--- config.mk ---
export PLATFORM = sky130hd
export DESIGN_NAME = relu_seq
export DESIGN_NICKNAME = d
export VERILOG_FILES = /design/src/rtl/relu_seq.sv
export SDC_FILE = /design/constraint.sdc
export NUM_CORES = 1
export LEC_CHECK = 0
export CAP_MARGIN = 20
export CORE_AREA = 3 3 411 413
export CTS_BUF_LIST = sky130_fd_sc_hd__clkbuf_2 sky130_fd_sc_hd__clkbuf_4 sky130_fd_sc_hd__clkbuf_8
export DETAILED_ROUTE_END_ITERATION = 16
export DIE_AREA = 0 0 414 416
export DONT_BUFFER_PORTS = 1
export PLACE_DENSITY_LB_ADDON = 0.25
export SYNTH_ARGS = -nofsm -noshare
export SYNTH_HDL_FRONTEND = slang
export SYNTH_SLANG_ARGS = --single-unit
export TNS_END_PERCENT = 50
--- constraint.sdc ---
create_clock -name i_clk -period 8.4 [get_ports i_clk]
set_input_delay 1.68 -clock i_clk [delete_from_list [all_inputs] [get_ports i_clk]]
set_output_delay 1.68 -clock i_clk [all_outputs]
set_load 0.02 [all_outputs]
--- src/rtl/relu_seq.sv ---
// Job sequencer for an external combinational ReLU datapath: streams vec_num
// 512-bit vectors from the bias source through a single-entry output register.
module relu_seq #(
    parameter int DATA_W = 512,
    parameter int CNT_W  = 16
) (
    input  logic              i_clk,
    input  logic              i_rst_n,
    input  logic              i_start,
    input  logic              i_relu_en,
    input  logic [CNT_W-1:0]  i_vec_num,
    input  logic              i_bias_vld,
    output logic              o_bias_rdy,
    output logic              o_calc_en,
    input  logic [DATA_W-1:0] i_relu_dat,
    output logic [DATA_W-1:0] o_dat,
    output logic              o_dat_vld,
    input  logic              i_dat_rdy,
    output logic              o_busy,
    output logic              o_done
);

    typedef enum logic [1:0] {
        IDLE  = 2'd0,
        RUN   = 2'd1,
        DRAIN = 2'd2,
        DONE  = 2'd3
    } state_t;

    localparam logic [CNT_W-1:0] ONE = CNT_W'(1);

    state_t            state_q, state_d;
    logic              relu_en_q, relu_en_d;
    logic [CNT_W-1:0]  vec_num_q, vec_num_d;
    logic [CNT_W-1:0]  in_cnt_q, in_cnt_d;
    logic [CNT_W-1:0]  out_cnt_q, out_cnt_d;
    logic [DATA_W-1:0] dat_q, dat_d;
    logic              dat_vld_q, dat_vld_d;

    logic bias_rdy;
    logic in_xfer;
    logic out_xfer;
    logic in_last;
    logic out_last;

    // Ready passes through when the output slot is empty or draining this cycle.
    always_comb begin
        bias_rdy = (state_q == RUN) && (in_cnt_q < vec_num_q) && (!dat_vld_q || i_dat_rdy);
        in_xfer  = i_bias_vld && bias_rdy;
        out_xfer = dat_vld_q && i_dat_rdy;
        in_last  = in_xfer && ((in_cnt_q + ONE) == vec_num_q);
        out_last = out_xfer && ((out_cnt_q + ONE) == vec_num_q);
    end

    always_comb begin
        state_d   = state_q;
        relu_en_d = relu_en_q;
        vec_num_d = vec_num_q;
        in_cnt_d  = in_xfer ? (in_cnt_q + ONE) : in_cnt_q;
        out_cnt_d = out_xfer ? (out_cnt_q + ONE) : out_cnt_q;
        dat_d     = dat_q;
        dat_vld_d = dat_vld_q;

        if (in_xfer) begin
            dat_d     = i_relu_dat;
            dat_vld_d = 1'b1;
        end else if (out_xfer) begin
            dat_vld_d = 1'b0;
        end

        case (state_q)
            IDLE: begin
                if (i_start) begin
                    if (i_vec_num != '0) begin
                        state_d   = RUN;
                        relu_en_d = i_relu_en;
                        vec_num_d = i_vec_num;
                        in_cnt_d  = '0;
                        out_cnt_d = '0;
                    end else begin
                        state_d = DONE;
                    end
                end
            end
            RUN: begin
                if (in_last) begin
                    state_d = out_last ? DONE : DRAIN;
                end
            end
            DRAIN: begin
                if (out_last) begin
                    state_d = DONE;
                end
            end
            DONE: begin
                state_d = IDLE;
            end
            default: begin
                state_d = IDLE;
            end
        endcase
    end

    always_ff @(posedge i_clk or negedge i_rst_n) begin
        if (!i_rst_n) begin
            state_q   <= IDLE;
            relu_en_q <= 1'b0;
            vec_num_q <= '0;
            in_cnt_q  <= '0;
            out_cnt_q <= '0;
            dat_q     <= '0;
            dat_vld_q <= 1'b0;
        end else begin
            state_q   <= state_d;
            relu_en_q <= relu_en_d;
            vec_num_q <= vec_num_d;
            in_cnt_q  <= in_cnt_d;
            out_cnt_q <= out_cnt_d;
            dat_q     <= dat_d;
            dat_vld_q <= dat_vld_d;
        end
    end

    assign o_bias_rdy = bias_rdy;
    assign o_calc_en  = (state_q == RUN) && relu_en_q;
    assign o_dat      = dat_q;
    assign o_dat_vld  = dat_vld_q;
    assign o_busy     = (state_q != IDLE);
    assign o_done     = (state_q == DONE);

endmodule

==> qor.yml <==
setup_path:
  crit_buf_inv: 1
  cp.arrival_ns: 2.98
  worstSetupStartpointType: "flip-flop"
  cp_data_required_time_ns: 6.72
  path_delay_family: "simple AND/OR/NAND/NOR gates"
  endpoint_kind: "output pin"
  crit_path_top_delay_cell: "dfrtp_1"
  r2r_setup_slack_ns: 4.50
  crit_fanout: 3
  cp_cell_sequence: "inv_1 -> ha_1 -> nand4_1 -> or3_1 -> a2111o_1 -> and2_1"
  crit_type: "flip-flop to output pin"
  cpPeakStageDelay_ns: 0.43
detailed_routing:
  drcViolationCount: 0
  route.detailed.wl_per_inst_um: 21.2
  ant_nets: 0
  first_iter_violations: 1128
  vias: 17300
  drt_first_pass_iters: 5
  wl_um: 103000
  avgViaCountPerCell: 3.55
die:
  die_area_um2: 172000
  die_y_um: 416
  start_util: 0.138
  coreArea_um2: 165000
  fp.dieW_um: 414
  io-pin-count: 1051
  rows: 149
timing:
  worst_pin_slew_ns: 1.66
  period_needed_ns: 4.66
  finalSetupViolCount: 0
  rsz0062_at_grt: "false"
  fmax_ghz: 0.215
  hold_viol_final: 0
  tns_ns: 0
  post-route-period-util: 0.555
  clock_skew_ns: 0.0405
  slew_viol_final: 181
  slew_headroom: -0.110
  setup_slack_ns: 3.74
yosys:
  synth_top_family_by_area: "simple AND/OR/NAND/NOR gates"
  synth-seq-area-share: 0.620
  synth_seq_cells: 564
  synthMuxAreaShare: 0.00143
  synth_edf_count: 0
  syn_area_um2: 22800
  synth_compound_area_frac: 0.0209
  synth_xor_area_frac: 0.0260
  async_reset_ff_frac: 1.00
  ys_types: 50
  dominantRegCellSynth: "dfrtp_1"
  synthAdderAreaFrac: 0.0126
  yosys_warnings: 0
  syn_area_per_cell_um2: 8.79
  synth_cells: 2592
  synth-simple-area-share: 0.290
  synth_fp_nets: 3149
placement:
  port_buffers: 0
  post-dp-hpwl_um: 78000
  gp_congestion: 0.898
  pre_cts_ws_ns: 4.12
  post-place-cells: 4664
clock_network:
  postCtsSetupRepairBufs: 0
  clk_path_buf_depth: 3
  cts.htree.levels: 3
  cts_buffers: 107
  clk-insertion-delay-late_ns: 0.84
  cts_tree: "yes"
  numClockSinks: 564
  ctsHoldBuffers: 0
  cts.repair.resized: 0
  clkTransAtPathRegs_ns: 0.06
  clockRootBuffer: "clkbuf_8"
power:
  clock_power_share: 0.251
  power_mw: 11.7
  p_sw_mw: 5.41
  power_frac_comb: 0.187
  power.density_nw_per_um2: 427
  p_seq_frac: 0.562
  p_int_mw: 6.32
  swShare: 0.461
  ir_drop_mv: 0.167
  leakagePower_nw: 13.6
cells_and_area:
  drive_gt1_frac: 0.0819
  area_delta_synth_final_pct: 20.7
  final_common_cell: "nand2_1"
  fillers: 18800
  final_cell_mix: "nand2_1 (1581), dfrtp_1 (564), clkbuf_8 (129)"
  stdcell_count: 4867
  nets: 3141
global_routing:
  grt_pass1_vias: 17800
  track_usage: 0.116
  grt_use_met1: 0.127
  grt_pass1_wl_um: 145000
  met2_usage: 0.204
  antenna_found_initial: 35
  grt-busiest-layer: "met2"
  grt_max_degree: 565
  gr-total-overflow: 0
  use_met3: 0.0460
run_status:
  outcome: "finished, violations left"
  violations: "max-slew violations"
worst_hold_path:
  hold_path.class: "flip-flop to flip-flop"
flow_run:
  maxCapViolCount: 0
routing by layer:
layer	vias up	wire [um]
li1	8015	-
met5	-	195
met4	26	2620
met1	8492	39200
met2	580	52900
met3	157	8430
cells in the mapped netlist (3+ instances only):
cell type,number,area share
ha_1,23,0.013
inv_1,25,0.0041
nand2_1,1581,0.26
a211oi_1,4,0.0013
or3_1,6,0.0016
xnor2_1,40,0.015
buf_2,58,0.013
buf_1,4,0.00066
clkbuf_1,71,0.012
o22ai_1,3,0.00082
nor3_1,12,0.0026
dfrtp_1,564,0.62
o21ai_0,25,0.0055
a21oi_1,19,0.0042
nor4_1,10,0.0027
and2_1,3,0.00082
nand3_1,15,0.0033
and3_1,6,0.0016
nor2_1,43,0.0071
nor3b_1,4,0.0013
nand4_1,13,0.0036
xor2_1,25,0.0096
nor2b_1,3,0.00082
logic make-up after synthesis:
| family | count (synthesis) |
|---|---|
| muxes | 3 |
| AOI/OAI and AO/OA | 72 |
| and+or+nand+nor | 1706 |
| adders and majority gates | 23 |
| xor gates and xnor gates | 66 |
| DFF | 564 |
| buffers and inverters | 158 |
sequential cells by signal (all words and copies together), names as in the netlist:
signal / count
o_dat: 512
in_cnt_q: 16
out_cnt_q: 16
vec_num_q: 16
state_q: 2
o_dat_vld: 1
relu_en_q: 1
worst paths after layout:
kind	from	to	depth (start not counted)
setup reg to reg	vec_num_q[15]	o_dat[462]	10
setup / recovery	vec_num_q[15]	o_bias_rdy	6
min in group asynchronous	i_rst_n	out_cnt_q[2]	0
max in group asynchronous	i_rst_n	o_dat[361]	0
hold / removal	relu_en_q	relu_en_q	1
hold reg to reg	relu_en_q	relu_en_q	1
through the flow:
| step | util | area (um2) | hold slack [ns] |
|---|---|---|---|
| 2_1_floorplan | - | 22800 | 0.473 |
| 3_3_place_gp | 0.152 | 25100 | 0.482 |
| 3_5_place_dp | 0.152 | 25100 | 0.498 |
| 4_1_cts | 0.166 | 27400 | 0.372 |
| 5_1_grt | 0.166 | 27500 | 0.442 |
| 6_report | 0.166 | 27500 | 0.506 |
area by class of cell:
class	count	area [um2]	area share
Sequential cell	564	14100	0.513
Timing Repair Buffer	16	183	0.00665
Multi-Input combinational cell	1870	8020	0.292
Inverter	25	93.8	0.00341
Tap cell	2189	2740	0.0996
Clock inverter	17	218	0.00792
Clock buffer	170	2080	0.0758
Antenna cell	16	40.0	0.00146
power by group through the flow:
stage / Sequential, mW / Combinational (mW) / Clock [mW]
2_1_floorplan: 5.95 / 1.76 / 0
3_3_place_gp: 6.72 / 2.18 / 0
3_5_place_dp: 6.68 / 2.24 / 0
4_1_cts: 6.66 / 2.24 / 3.09
5_1_grt: 6.71 / 2.59 / 3.20
6_report: 6.59 / 2.19 / 2.95
No activity file was read; power rests on OpenSTA's default activity.
